File: config.mk
export PLATFORM = sky130hd
export DESIGN_NAME = spike_actuator_array
export DESIGN_NICKNAME = d
export VERILOG_FILES = /design/src/rtl/spike_actuator_array.sv
export SDC_FILE = /design/constraint.sdc
export NUM_CORES = 1
export LEC_CHECK = 0
export CELL_PAD_IN_SITES_DETAIL_PLACEMENT = 0
export CELL_PAD_IN_SITES_GLOBAL_PLACEMENT = 1
export CORE_MARGIN = 5
export CORE_UTILIZATION = 40
export DETAILED_ROUTE_END_ITERATION = 6
export PLACE_DENSITY_LB_ADDON = 0.1
export SLEW_MARGIN = 25
export SYNTH_ARGS = -nofsm -noshare
export SYNTH_HDL_FRONTEND = slang
export SYNTH_SLANG_ARGS = --single-unit
File: constraint.sdc
create_clock -name clk -period 3.64 [get_ports clk]
set_clock_uncertainty 0.05 [all_clocks]
set_input_delay 0.91 -clock clk [delete_from_list [all_inputs] [get_ports clk]]
set_output_delay 0.91 -clock clk [all_outputs]
set_load 0.02 [all_outputs]
File: src/rtl/spike_actuator_array.sv
// Spiking-input actuator array: each channel integrates excitatory/inhibitory
// spikes into a clamped motor command that decays on a shared prescaled tick.
module spike_actuator_array #(
  parameter int NUM_CH    = 4,
  parameter int CMD_W     = 8,
  parameter int INC       = 10,
  parameter int INH       = 10,
  parameter int DEC_STEP  = 1,
  parameter int DECAY_DIV = 16
) (
  input  logic                    clk,
  input  logic                    rst,
  input  logic                    enable,
  input  logic [NUM_CH-1:0]       spike_exc,
  input  logic [NUM_CH-1:0]       spike_inh,
  output logic [NUM_CH*CMD_W-1:0] motor_command,
  output logic [NUM_CH-1:0]       saturated,
  output logic                    cmd_valid
);

  localparam int PW = (DECAY_DIV > 1) ? $clog2(DECAY_DIV) : 1;
  localparam logic [PW-1:0]    PRE_LAST = PW'(DECAY_DIV - 1);
  localparam logic [CMD_W-1:0] CMD_MAX  = {CMD_W{1'b1}};
  localparam logic [CMD_W:0]   INC_X    = (CMD_W+1)'(INC);
  localparam logic [CMD_W:0]   INH_X    = (CMD_W+1)'(INH);
  localparam logic [CMD_W:0]   DEC_X    = (CMD_W+1)'(DEC_STEP);

  // Sums carry one extra bit so the clamp sees overflow instead of a wrap.
  function automatic logic [CMD_W-1:0] sat_add(input logic [CMD_W-1:0] a,
                                               input logic [CMD_W:0]   b);
    logic [CMD_W:0] s;
    s = {1'b0, a} + b;
    return s[CMD_W] ? CMD_MAX : s[CMD_W-1:0];
  endfunction

  // Borrow out of the extended difference means the result went below zero.
  function automatic logic [CMD_W-1:0] sat_sub(input logic [CMD_W-1:0] a,
                                               input logic [CMD_W:0]   b);
    logic [CMD_W:0] d;
    d = {1'b0, a} - b;
    return d[CMD_W] ? '0 : d[CMD_W-1:0];
  endfunction

  logic [PW-1:0]    presc_p0;
  logic             tick;
  logic [CMD_W-1:0] cmd_p1 [NUM_CH];
  logic [CMD_W-1:0] cmd_nxt [NUM_CH];
  logic [NUM_CH-1:0] sat_p1;
  logic [NUM_CH-1:0] sat_nxt;
  logic             vld_p1;
  logic             changed;

  assign tick = enable && (presc_p0 == PRE_LAST);

  // Stage 0 -> 1: per-channel next command; coincident spikes cancel.
  always_comb begin
    changed = 1'b0;
    for (int c = 0; c < NUM_CH; c++) begin
      cmd_nxt[c] = cmd_p1[c];
      if (enable) begin
        if (spike_exc[c] && !spike_inh[c])
          cmd_nxt[c] = sat_add(cmd_p1[c], INC_X);
        else if (spike_inh[c] && !spike_exc[c])
          cmd_nxt[c] = sat_sub(cmd_p1[c], INH_X);
        else if (tick)
          cmd_nxt[c] = sat_sub(cmd_p1[c], DEC_X);
      end
      sat_nxt[c] = (cmd_nxt[c] == CMD_MAX);
      if (cmd_nxt[c] != cmd_p1[c])
        changed = 1'b1;
    end
  end

  always_ff @(posedge clk) begin
    if (rst) begin
      presc_p0 <= '0;
      sat_p1   <= '0;
      vld_p1   <= 1'b0;
      for (int c = 0; c < NUM_CH; c++)
        cmd_p1[c] <= '0;
    end else begin
      if (enable)
        presc_p0 <= (presc_p0 == PRE_LAST) ? '0 : presc_p0 + 1'b1;
      sat_p1 <= sat_nxt;
      vld_p1 <= changed;
      for (int c = 0; c < NUM_CH; c++)
        cmd_p1[c] <= cmd_nxt[c];
    end
  end

  for (genvar g = 0; g < NUM_CH; g++) begin : g_pack
    assign motor_command[g*CMD_W +: CMD_W] = cmd_p1[g];
  end

  assign saturated = sat_p1;
  assign cmd_valid = vld_p1;

endmodule

==> impl_metrics.env, run 1 <==
export IMPL_outcome="completed"
export IMPL_grt_pass1_vias=5846
export IMPL_worstPathRequired_ns=3.79
export IMPL_post_cts_buffers=0
export IMPL_gp_congestion=0.960
export IMPL_reg2regPathDepth=9
export IMPL_avgRoutedWirePerCell_um=21.0
export IMPL_yosysWarnings=0
export IMPL_critPathKind="in2reg"
export IMPL_cts_buffer_depth=2
export IMPL_hold_buffers=0
export IMPL_initial_utilization=0.405
export IMPL_design_area_mm2=0.00605
export IMPL_ys_ff_latch=41
export IMPL_finalHoldViolations=0
export IMPL_rsz0062_at_grt="no"
export IMPL_final_cells=958
export IMPL_leakagePower_uw=0.00215
export IMPL_firstDrtPassIters=6
export IMPL_hpwl_mm=15.3
export IMPL_syn_instance_count=739
export IMPL_holdCritStartpoint="presc_p0[1]$_SDFFE_PP0P_"
export IMPL_slowest_delay_ns=0.55
export IMPL_drcViolationCount=0
export IMPL_grt_antenna_before_repair=1
export IMPL_synthArstFlopShare=0
export IMPL_cts_resized=0
export IMPL_mappedNetlistArea_mm2=0.00509
export IMPL_synth_edf_count=0
export IMPL_final_cell_mix="a21oi_1, nor2_1, buf_4, nand2_1, clkdlybuf4s50_1"
export IMPL_dieHeight_um=123
export IMPL_swShare=0.410
export IMPL_seqPwrFrac=0.310
export IMPL_slew_headroom=0.512
export IMPL_overflow=0
export IMPL_cts_inserted_buffers=5
export IMPL_cts_sinks=41
export IMPL_grt_first_pass_wirelength_mm=32.1
export IMPL_cts_tree="built"
export IMPL_postSynthAreaPerCell_um2=6.89
export IMPL_core_area_mm2=0.0126
export IMPL_cpMaxStageDelayCell="or4b_1"
export IMPL_die_w_um=123
export IMPL_syn_num_nets=767
export IMPL_pwr_share_comb=0.423
export IMPL_r2r_slack_ns=0.56
export IMPL_slew_viol_final=0
export IMPL_htreeDepth=2
export IMPL_cp_startpoint="spike_exc[1]"
export IMPL_cts_root_buf="clkbuf_16"
export IMPL_clkPwrFrac=0.266
export IMPL_syn_to_final_growth_pct=18.8
export IMPL_fin_crit_ns=3.28
export IMPL_ios=48
export IMPL_p_int_uw=1050
export IMPL_tightest_slew_ns=0.731
export IMPL_crit_end="saturated[1]$_SDFF_PP0_"
export IMPL_switchingPower_uw=728
export IMPL_ys_seq_area_frac=0.161
export IMPL_grtUsageTotal=0.269
export IMPL_diodes=0
export IMPL_clock_fmax_ghz=0.305
export IMPL_maxCapViolCount=0
export IMPL_totalWireLength_mm=20.2
export IMPL_placed_cells=951
export IMPL_crit_path_start_kind="input pin"
export IMPL_drive_above_1_share=0.107
export IMPL_drtIter0Drc=765
export IMPL_worstPathMaxFanout=6
export IMPL_hold_path_depth=2
export IMPL_dp_slack_ns=0.132
export IMPL_worstReg2RegStart="presc_p0[0]$_SDFFE_PP0P_"
export IMPL_clock_latency_ns=0.30
export IMPL_vias_per_cell=6.39
export IMPL_setup_violations=0
export IMPL_finalSetupTns_ns=0
export IMPL_fin_ws_ns=0.359
export IMPL_ys_flop_type="dfxtp_1"
export IMPL_fin_crit_sh=0.901
export IMPL_rows=41
export IMPL_grt_max_degree=29
export IMPL_cp_arrival_ns=3.43
export IMPL_r2r_end="cmd_valid$_SDFF_PP0_"
export IMPL_place_area_mm2=0.00590
export IMPL_max_vdd_ir_drop_v=0.000159
export IMPL_p_per_area_mw_per_mm2=294
export IMPL_ant_nets=0
export IMPL_clk_pin_slew_ns=0.06
export IMPL_cp_end_kind="register"
export IMPL_worstPathCellList="clkdlybuf4s50_1 -> nand2b_1 -> a211oi_1 -> o21ai_0 -> a21oi_1 -> o21ai_1 -> or4b_1 -> nor4b_2"
export IMPL_die_area_mm2=0.0151
export IMPL_port_buffers=47
export IMPL_num_nets_final=814
export IMPL_ys_types=89
export IMPL_hold_path_class="reg2reg"
export IMPL_vias=6119
export IMPL_fillCellCount=1309
export IMPL_hold_ws_ns=0.519
## sequential cells by signal (all words and copies together), names as in the netlist
name and count:
cmd_p1 32, presc_p0 4, saturated 4, cmd_valid 1
## critical path, delay by kind of cell
family	cells	cell delay [ns]
AO/OA/AOI/OAI	4	0.90
buffers and inverters	1	0.49
AND/OR/NAND/NOR	3	1.13
## final cells by class
class,instances,area (um^2),share of cell area
clock buffer,7,143,0.0236
inverter,29,109,0.0180
multi-input combinational,607,3880,0.642
sequential,41,821,0.136
tap,172,215,0.0356
timing repair buffer,102,878,0.145
## power groups by stage
stage	logic (uW)	registers [uW]	clock network, uW
global placement	742	560	0
CTS	740	549	483
floorplan	486	545	0
global route	814	558	499
finish	752	551	474
detailed placement	735	559	0
## cells by family after synthesis
| family | count (synthesis) | synth area share |
|---|---|---|
| AOI/OAI and AO/OA | 271 | 0.360 |
| buffers and inverters | 91 | 0.0760 |
| DFF | 41 | 0.161 |
| adders and majority gates | 22 | 0.0516 |
| xor gates and xnor gates | 12 | 0.0207 |
| and+or+nand+nor | 292 | 0.310 |
| muxes | 10 | 0.0202 |
## per-stage QoR
stage / utilization / power, uW
3_5_place_dp: 0.470 / 1290
5_1_grt: 0.481 / 1870
4_1_cts: 0.481 / 1770
6_report: 0.481 / 1780
3_3_place_gp: 0.470 / 1300
2_1_floorplan: - / 1030
## cell usage after synthesis, drive strengths merged (8+ instances only)
cell type	count	share of area
a211oi	13	0.022
a21oi	72	0.072
a31oi	17	0.022
buf	24	0.027
clkbuf	38	0.028
dfxtp	41	0.16
ha	17	0.042
inv	28	0.021
mux2i	8	0.016
nand2	53	0.039
nand2b	15	0.018
nand3	25	0.025
nand4	22	0.028
nor2	71	0.052
nor2b	28	0.034
nor3	21	0.021
nor4	14	0.023
o211ai	12	0.018
o21a	11	0.016
o21ai	58	0.059
o22ai	10	0.012
or3	9	0.012
xnor2	9	0.015
## how the worst min path moves through the flow
| stage | end | slack (ns) |
|---|---|---|
| final | presc_p0[1]$_SDFFE_PP0P_ | 0.52 |
| after global routing | cmd_p1[0][16]$_SDFF_PP0_ | 0.58 |
| after CTS | presc_p0[1]$_SDFFE_PP0P_ | 0.52 |
| after detailed placement | presc_p0[1]$_SDFFE_PP0P_ | 0.51 |
| after global placement | presc_p0[1]$_SDFFE_PP0P_ | 0.49 |
| after floorplan | presc_p0[1]$_SDFFE_PP0P_ | 0.46 |
## layer usage
layer	global-route usage	wire, um	part of all wire	vias to the layer above
met5	0	13	0.00064	-
met4	0.0875	546	0.027	2
met3	0.0424	1310	0.065	44
met2	0.424	9150	0.45	284
met1	0.374	9140	0.45	2907
li1	-	-	-	2882
Power figures use the tool's default switching activity.
==> run 2, diff against run 1 <==
--- a/config.mk
+++ b/config.mk
@@ -10,6 +10,7 @@
 export CORE_MARGIN = 5
 export CORE_UTILIZATION = 40
 export DETAILED_ROUTE_END_ITERATION = 6
+export GPL_TIMING_DRIVEN = 0
 export PLACE_DENSITY_LB_ADDON = 0.1
 export SLEW_MARGIN = 25
 export SYNTH_ARGS = -nofsm -noshare
==> run 2 against run 1 <==
  * The run now ends with DRC left
  * Utilization is 0.64 points lower
  * First-iteration DRC count is 16% higher
  * Sequential share of layout area is 0.18 points higher
  * Global-route usage is 1.7 points higher
  * Clock power is 2% higher
  * Largest cell class unchanged
==> impl_metrics.env, run 2 (synthesized netlist as in run 1, its figures left out) <==
export IMPL_outcome="finished, violations left"
export IMPL_violations="DRC"
export IMPL_drtIter0Drc=887
export IMPL_max_vdd_ir_drop_v=0.000255
export IMPL_cp_arrival_ns=3.70
export IMPL_gp_congestion=0.947
export IMPL_worstPathRequired_ns=3.76
export IMPL_p_int_uw=1050
export IMPL_vias_per_cell=6.68
export IMPL_placed_cells=958
export IMPL_cts_tree="built"
export IMPL_syn_to_final_growth_pct=17.3
export IMPL_slew_headroom=0.424
export IMPL_critPathKind="in2reg"
export IMPL_regMostFlops="cmd_p1"
export IMPL_slowest_delay_ns=0.48
export IMPL_worstPathMaxFanout=8
export IMPL_hold_path_depth=2
export IMPL_clock_latency_ns=0.30
export IMPL_overflow=0
export IMPL_initial_utilization=0.405
export IMPL_tightest_slew_ns=0.864
export IMPL_cts_buffer_depth=2
export IMPL_clk_pin_slew_ns=0.07
export IMPL_cts_inserted_buffers=5
export IMPL_dp_slack_ns=-0.898
export IMPL_port_buffers=47
export IMPL_hold_path_class="reg2reg"
export IMPL_hold_buffers=0
export IMPL_swShare=0.413
export IMPL_setup_violations=0
export IMPL_cpLargestDelayFamily="simple AND/OR/NAND/NOR gates"
export IMPL_die_area_mm2=0.0151
export IMPL_fin_crit_ns=3.58
export IMPL_pwr_share_comb=0.444
export IMPL_htreeDepth=2
export IMPL_num_nets_final=821
export IMPL_grt_antenna_before_repair=0
export IMPL_cts_sinks=41
export IMPL_vias=6451
export IMPL_core_area_mm2=0.0126
export IMPL_cp_end_kind="register"
export IMPL_largest_reg_flops=32
export IMPL_firstDrtPassIters=7
export IMPL_switchingPower_uw=738
export IMPL_crit_path_start_kind="input pin"
export IMPL_clock_fmax_ghz=0.279
export IMPL_diodes=0
export IMPL_reg2regPathDepth=11
export IMPL_die_w_um=123
export IMPL_fin_crit_sh=0.984
export IMPL_avgRoutedWirePerCell_um=22.6
export IMPL_clkPwrFrac=0.270
export IMPL_design_area_mm2=0.00597
export IMPL_fin_ws_ns=0.0577
export IMPL_grt_max_degree=13
export IMPL_slew_viol_final=0
export IMPL_finalSetupTns_ns=0
export IMPL_finalHoldViolations=0
export IMPL_maxCapViolCount=0
export IMPL_final_cells=966
export IMPL_place_area_mm2=0.00577
export IMPL_final_cell_mix="a21oi_1, nor2_1, nand2_1, clkdlybuf4s50_1, dfxtp_1"
export IMPL_ant_nets=0
export IMPL_ios=48
export IMPL_cpMaxStageDelayCell="clkdlybuf4s50_1"
export IMPL_cts_root_buf="clkbuf_16"
export IMPL_hpwl_mm=16.2
export IMPL_totalWireLength_mm=21.8
export IMPL_worstPathCellList="clkdlybuf4s50_1 -> nand2b_1 -> clkbuf_1 -> or3_1 -> o311ai_1 -> nor3_2 -> mux2_1 -> nor4_2 -> o221a_1 -> a31oi_1"
export IMPL_rows=41
export IMPL_rsz0062_at_grt="no"
export IMPL_dieHeight_um=123
export IMPL_leakagePower_uw=0.00206
export IMPL_final_core_util=0.475
export IMPL_drive_above_1_share=0.0756
export IMPL_crit_buf_inv=2
export IMPL_crit_cells=10
export IMPL_drcViolationCount=1
export IMPL_p_per_area_mw_per_mm2=300
export IMPL_seqPwrFrac=0.286
export IMPL_grt_first_pass_wirelength_mm=33.2
export IMPL_grt_pass1_vias=5911
export IMPL_grtUsageTotal=0.286
export IMPL_fillCellCount=1332
## run 2: changes by cell type in the layout (fill, tap and decap cells not counted), sizes merged
cell / before / now
clkbuf: 7 / 44
buf: 56 / 25
clkinv: 1 / 2
dlygate4sd2: 0 / 1
## run 2: final cells by class
class | count | area, um^2 | share of cell area
Buffer | 62 | 284 | 0.0476
Clock buffer | 7 | 153 | 0.0256
Clock inverter | 1 | 5.00 | 0.000839
Inverter | 29 | 109 | 0.0182
Multi-Input combinational cell | 607 | 3910 | 0.655
Sequential cell | 41 | 821 | 0.138
Tap cell | 172 | 215 | 0.0361
Timing Repair Buffer | 47 | 469 | 0.0786
## run 2: final timing paths
kind / to / startpoint / slack [ns]
setup / recovery: cmd_valid$_SDFF_PP0_ / spike_exc[3] / 0.06
hold / removal: presc_p0[1]$_SDFFE_PP0P_ / presc_p0[1]$_SDFFE_PP0P_ / 0.50
setup reg to reg: saturated[1]$_SDFF_PP0_ / cmd_p1[0][9]$_SDFF_PP0_ / 0.22
hold reg to reg: presc_p0[1]$_SDFFE_PP0P_ / presc_p0[1]$_SDFFE_PP0P_ / 0.50
## run 2: metal layers
layer	part of all wire	GRT usage	vias up	wire length [um]
met5	0	0	-	0
met4	0.049	0.136	0	1070
met3	0.086	0.0553	80	1880
met2	0.43	0.427	398	9410
met1	0.43	0.394	3063	9460
li1	-	-	2910	-
## run 2: power groups by stage
stage	registers (uW)	logic [uW]	clock network [uW]
final	511	795	483
after global routing	515	850	510
after CTS	511	768	494
after global placement	518	766	0
after detailed placement	520	762	0
after floorplan	545	486	0
## run 2: worst reg2reg max path: stages (launching register included)
cell	delay [ns]
dfxtp_1	0.35
clkbuf_1	0.38
inv_1	0.21
ha_1	0.26
nor3b_2	0.23
a2111oi_2	0.46
o21ai_1	0.21
nand2_1	0.12
o211ai_1	0.09
o21ai_1	0.21
or4b_1	0.49
nor4b_2	0.27
## run 2: through the flow
stage,power (uW),hold WS [ns]
floorplan,1030,0.460
global placement,1280,0.488
detailed placement,1280,0.499
CTS,1770,0.511
global route,1870,0.533
finish,1790,0.502
## run 2: repair_timing
item / CTS / global route
resized for setup: 5 / 7
endpoints found under the setup margin: 13 / 3
buffers inserted: 0 / 0
hold endpoints to repair: 0 / 0
==> RTL edit 1: new RTL, settings of run 1 <==
The parameter `CMD_W` goes from 8 to 6.
--- a/src/rtl/spike_actuator_array.sv
+++ b/src/rtl/spike_actuator_array.sv
@@ -2,7 +2,7 @@
 // spikes into a clamped motor command that decays on a shared prescaled tick.
 module spike_actuator_array #(
   parameter int NUM_CH    = 4,
-  parameter int CMD_W     = 8,
+  parameter int CMD_W     = 6,
   parameter int INC       = 10,
   parameter int INH       = 10,
   parameter int DEC_STEP  = 1,
Interface: changed (resized motor_command); port bits go from 48 to 40. No check against the original RTL was run, so the function may have changed too.
==> RTL edit 1 against run 1 <==
Setup slack better by 0.16 ns; fmax grew 5.1%; clock power is 23% lower; die area decreased by 23%; total power fell by 31%; sequential cell count down 8; synthesized area down 25%; design area shrank 27%; count of clock-buffer cells in the layout stayed put; utilization fell by 0.35 points; largest power group is now sequential cells; wire length shrank 37%; combinational power decreased by 43%; global-route usage shrank 5.1 points.
==> RTL edit 1: results <==
set metrics [dict create \
    detailed_place_hpwl_mm 9.57 \
    syn_inst 558 \
    ys_top_cells_by_count "56 x nor2_1, 48 x a21oi_1, 48 x nand2_1, 40 x o21ai_0, 35 x clkbuf_1" \
    antenna_found_initial 0 \
    syn_nets 585 \
    vias_per_cell 6.06 \
    wl_per_cell_um 17.9 \
    synthArstFlopShare_pct 0 \
    setup_violations 0 \
    drt_pass1_iterations 5 \
    worst-path-max-fanout 9 \
    dp.cells 701 \
    cts_max_path_buffers 2 \
    track_usage_pct 21.8 \
    min_period_ns 3.12 \
    startpoint "spike_exc[3]" \
    first_global_vias 4032 \
    grt_max_degree 33 \
    rrSetupSlack_ns 0.80 \
    seq_area_frac_synth_pct 17.3 \
    layoutNonFillerInstCount 709 \
    insertion_delay_ns 0.29 \
    synth_area_leaders "dfxtp_1 17%, a21oi_1 6.3%, nor2_1 5.5%, ha_1 5.3%, o21ai_0 5.3%" \
    status "completed" \
    place_ws_ns 0.255 \
    r2r_cells 10 \
    gp_congestion 0.914 \
    slew_headroom_pct 55.3 \
    largest_register_ffs 24 \
    yosys_warnings 0 \
    drive_gt1_share_pct 7.24 \
    regMostFlops "cmd_p1" \
    p_leak_nw 1.63 \
    ys_types 70 \
    dpl_cell_area_sq_mm 0.00432 \
    clk_pin_slew_worst_paths_ns 0.08 \
    fill_cells 993 \
    crit_end "cmd_valid" \
    vdd_drop_max_v 0.000146 \
    cts_root_buf "clkbuf_8" \
    slowest_delay_ns 0.53 \
    crit_slowest_cell "clkdlybuf4s50_1" \
    num_antenna_cells 0 \
    fin_nets 606 \
    crit_arrival_ns 3.29 \
    io_buffers 39 \
    rr_startpoint "cmd_p1[0][13]" \
    h-tree-depth 2 \
    hold_ws_ns 0.471 \
    cts_sinks 33 \
    grt_pass1_wl_mm 20.8 \
    netlist.area_leader.share_pct 17.3 \
    drt_iter0_drc 244 \
]
-- RTL edit 1: final cells by class --
class / instances / area, sq um / area share, %
Clock inverter: 1 / 30.0 / 0.677
Multi-Input combinational cell: 452 / 2850 / 64.3
Clock buffer: 7 / 86.3 / 1.95
Sequential cell: 33 / 661 / 14.9
Tap cell: 129 / 161 / 3.64
Inverter: 27 / 101 / 2.29
Timing Repair Buffer: 60 / 543 / 12.2
-- RTL edit 1: worst min-delay path by stage --
stage	startpoint	endpoint	cells past startpoint
3_3_place_gp	presc_p0[3]	presc_p0[3]	2
3_5_place_dp	presc_p0[3]	presc_p0[3]	2
4_1_cts	presc_p0[3]	presc_p0[3]	2
6_report	presc_p0[3]	presc_p0[3]	2
2_1_floorplan	presc_p0[3]	presc_p0[3]	2
5_1_grt	presc_p0[3]	presc_p0[3]	2
-- RTL edit 1: report_power, final --
part / switching [mW] / leakage [nW] / internal (mW)
Combinational: 0.247 / 1.31 / 0.178
Clock: 0.142 / 0.0585 / 0.223
Sequential: 0.0523 / 0.270 / 0.379
Total: 0.442 / 1.63 / 0.780
-- RTL edit 1: cell families after synthesis --
kind of cell             count (synthesis)  share of synthesized area (%)
AND/OR/NAND/NOR                        210                           27.8
AO/OA/AOI/OAI                          204                           36.2
buffers and inverters                   73                           7.82
flip-flops                              33                           17.3
adder cells (fa/ha/maj)                 19                           6.08
multiplexers                            10                           2.66
XOR/XNOR                                 9                           2.07
-- RTL edit 1: per-layer routing --
layer / track usage [%] / wire (um)
met1: 30.9 / 5850
met5: 0 / 0
met4: 5.41 / 202
met3: 3.36 / 812
met2: 34.5 / 5820
-- RTL edit 1: critical path, delay by kind of cell --
kind | cells | cell delay [ns]
AO/OA/AOI/OAI | 6 | 1.12
AND/OR/NAND/NOR | 2 | 0.53
buffers and inverters | 2 | 0.74
==> RTL edit 2: new RTL, flow settings as in run 1 <==
Without the edit above. Register the output `motor_command`; this adds one clock of latency there. The other outputs are not delayed to match.
--- a/src/rtl/spike_actuator_array.sv
+++ b/src/rtl/spike_actuator_array.sv
@@ -24,6 +24,8 @@
   localparam logic [CMD_W:0]   INC_X    = (CMD_W+1)'(INC);
   localparam logic [CMD_W:0]   INH_X    = (CMD_W+1)'(INH);
   localparam logic [CMD_W:0]   DEC_X    = (CMD_W+1)'(DEC_STEP);
+
+  logic [NUM_CH*CMD_W-1:0] motor_command_d;
 
   // Sums carry one extra bit so the clamp sees overflow instead of a wrap.
   function automatic logic [CMD_W-1:0] sat_add(input logic [CMD_W-1:0] a,
@@ -89,11 +91,15 @@
   end
 
   for (genvar g = 0; g < NUM_CH; g++) begin : g_pack
-    assign motor_command[g*CMD_W +: CMD_W] = cmd_p1[g];
+    assign motor_command_d[g*CMD_W +: CMD_W] = cmd_p1[g];
   end
 
   assign saturated = sat_p1;
   assign cmd_valid = vld_p1;
 
+  always_ff @(posedge clk) begin
+    motor_command <= motor_command_d;
+  end
+
 endmodule
 
Formal check against the unedited RTL: not equivalent (Yosys sat finds a counterexample within 4 cycles, from zero or initial values and one cycle with rst high).
==> RTL edit 2 against run 1 <==
Synthesized area up 14%; sequential cell count up 32; design area up 16%; fmax down 5.4%; die area up 13%; wire length up 8.9%; clock power up 92%; setup slack worse by 0.19 ns; total power up 45%; critical path depth up 1.
==> RTL edit 2: results <==
set metrics [dict create \
    wirelength_mm 21.9 \
    min_path_cells 0 \
    hold_end "motor_command[2]" \
    gp_congestion 0.959 \
    met2_length_mm 10.0 \
    dpl_cell_area_sq_mm 0.00669 \
    ys_top_cells_by_count "73 x dfxtp_1, 73 x nor2_1, 72 x a21oi_1, 65 x nand2_1, 50 x o21ai_0" \
    critPathTopFamily "compound AO/OA/AOI/OAI gates" \
    powerDensity_mw_per_mm2 370 \
    vias_per_cell 6.28 \
    place_ws_ns -0.635 \
    crit_end "cmd_valid" \
    min_from "cmd_p1[0][2]" \
    drt_pass1_iterations 5 \
    fill_cells 1464 \
    power.share.switching_pct 34.4 \
    ys_types 84 \
    use_met3_pct 3.60 \
    r2r_cells 11 \
    seq_area_frac_synth_pct 25.3 \
    pwr-share-comb_pct 29.4 \
    startpoint "spike_inh[3]" \
    use_met1_pct 37.0 \
    dr_total_vias 6520 \
    drt_iter0_drc 661 \
    drive_gt1_share_pct 12.5 \
    fin_nets 878 \
    p_seq_mw 0.913 \
    h-tree-depth 3 \
    top_layer_used "met4" \
    hold_ws_ns 0.433 \
    status "completed" \
    first_global_vias 6085 \
    syn_nets 817 \
    antenna_found_initial 0 \
    syn_inst 789 \
    internal_power_mw 1.70 \
    track_usage_pct 26.1 \
    grt_pass1_wl_mm 34.7 \
    crit_slowest_cell "or3_1" \
    rrSetupSlack_ns 0.49 \
    cts_buffers 9 \
    fin_crit_sh_pct 95.2 \
    worst_pin_slew_ns 0.816 \
]
==> RTL edit 2: cell types whose count changed after synthesis, moves of 8 or more <==
cell / delta
o21ai_0: +13
nand2_1: +12
nand4_1: -8
dfxtp_1: +32
==> RTL edit 2: logic make-up (layout without fill, tap and decap cells) <==
| family | Yosys count | in the layout | share of synthesized area, % |
|---|---|---|---|
| AND/OR/NAND/NOR | 294 | 294 | 26.5 |
| flip-flops | 73 | 73 | 25.3 |
| multiplexers | 7 | 7 | 1.25 |
| buffers and inverters | 99 | 164 | 7.77 |
| XOR/XNOR | 11 | 11 | 1.67 |
| adder cells (fa/ha/maj) | 20 | 20 | 4.20 |
| AO/OA/AOI/OAI | 285 | 285 | 33.4 |
==> RTL edit 2: final cells by class <==
class | instances | share of cell area (%)
repair buffers | 117 | 14.3
clock buffers | 11 | 3.47
well taps | 184 | 3.29
inverters | 32 | 1.72
multi-input cells | 617 | 55.5
clock inverters | 4 | 0.769
flip-flops and latches | 73 | 20.9
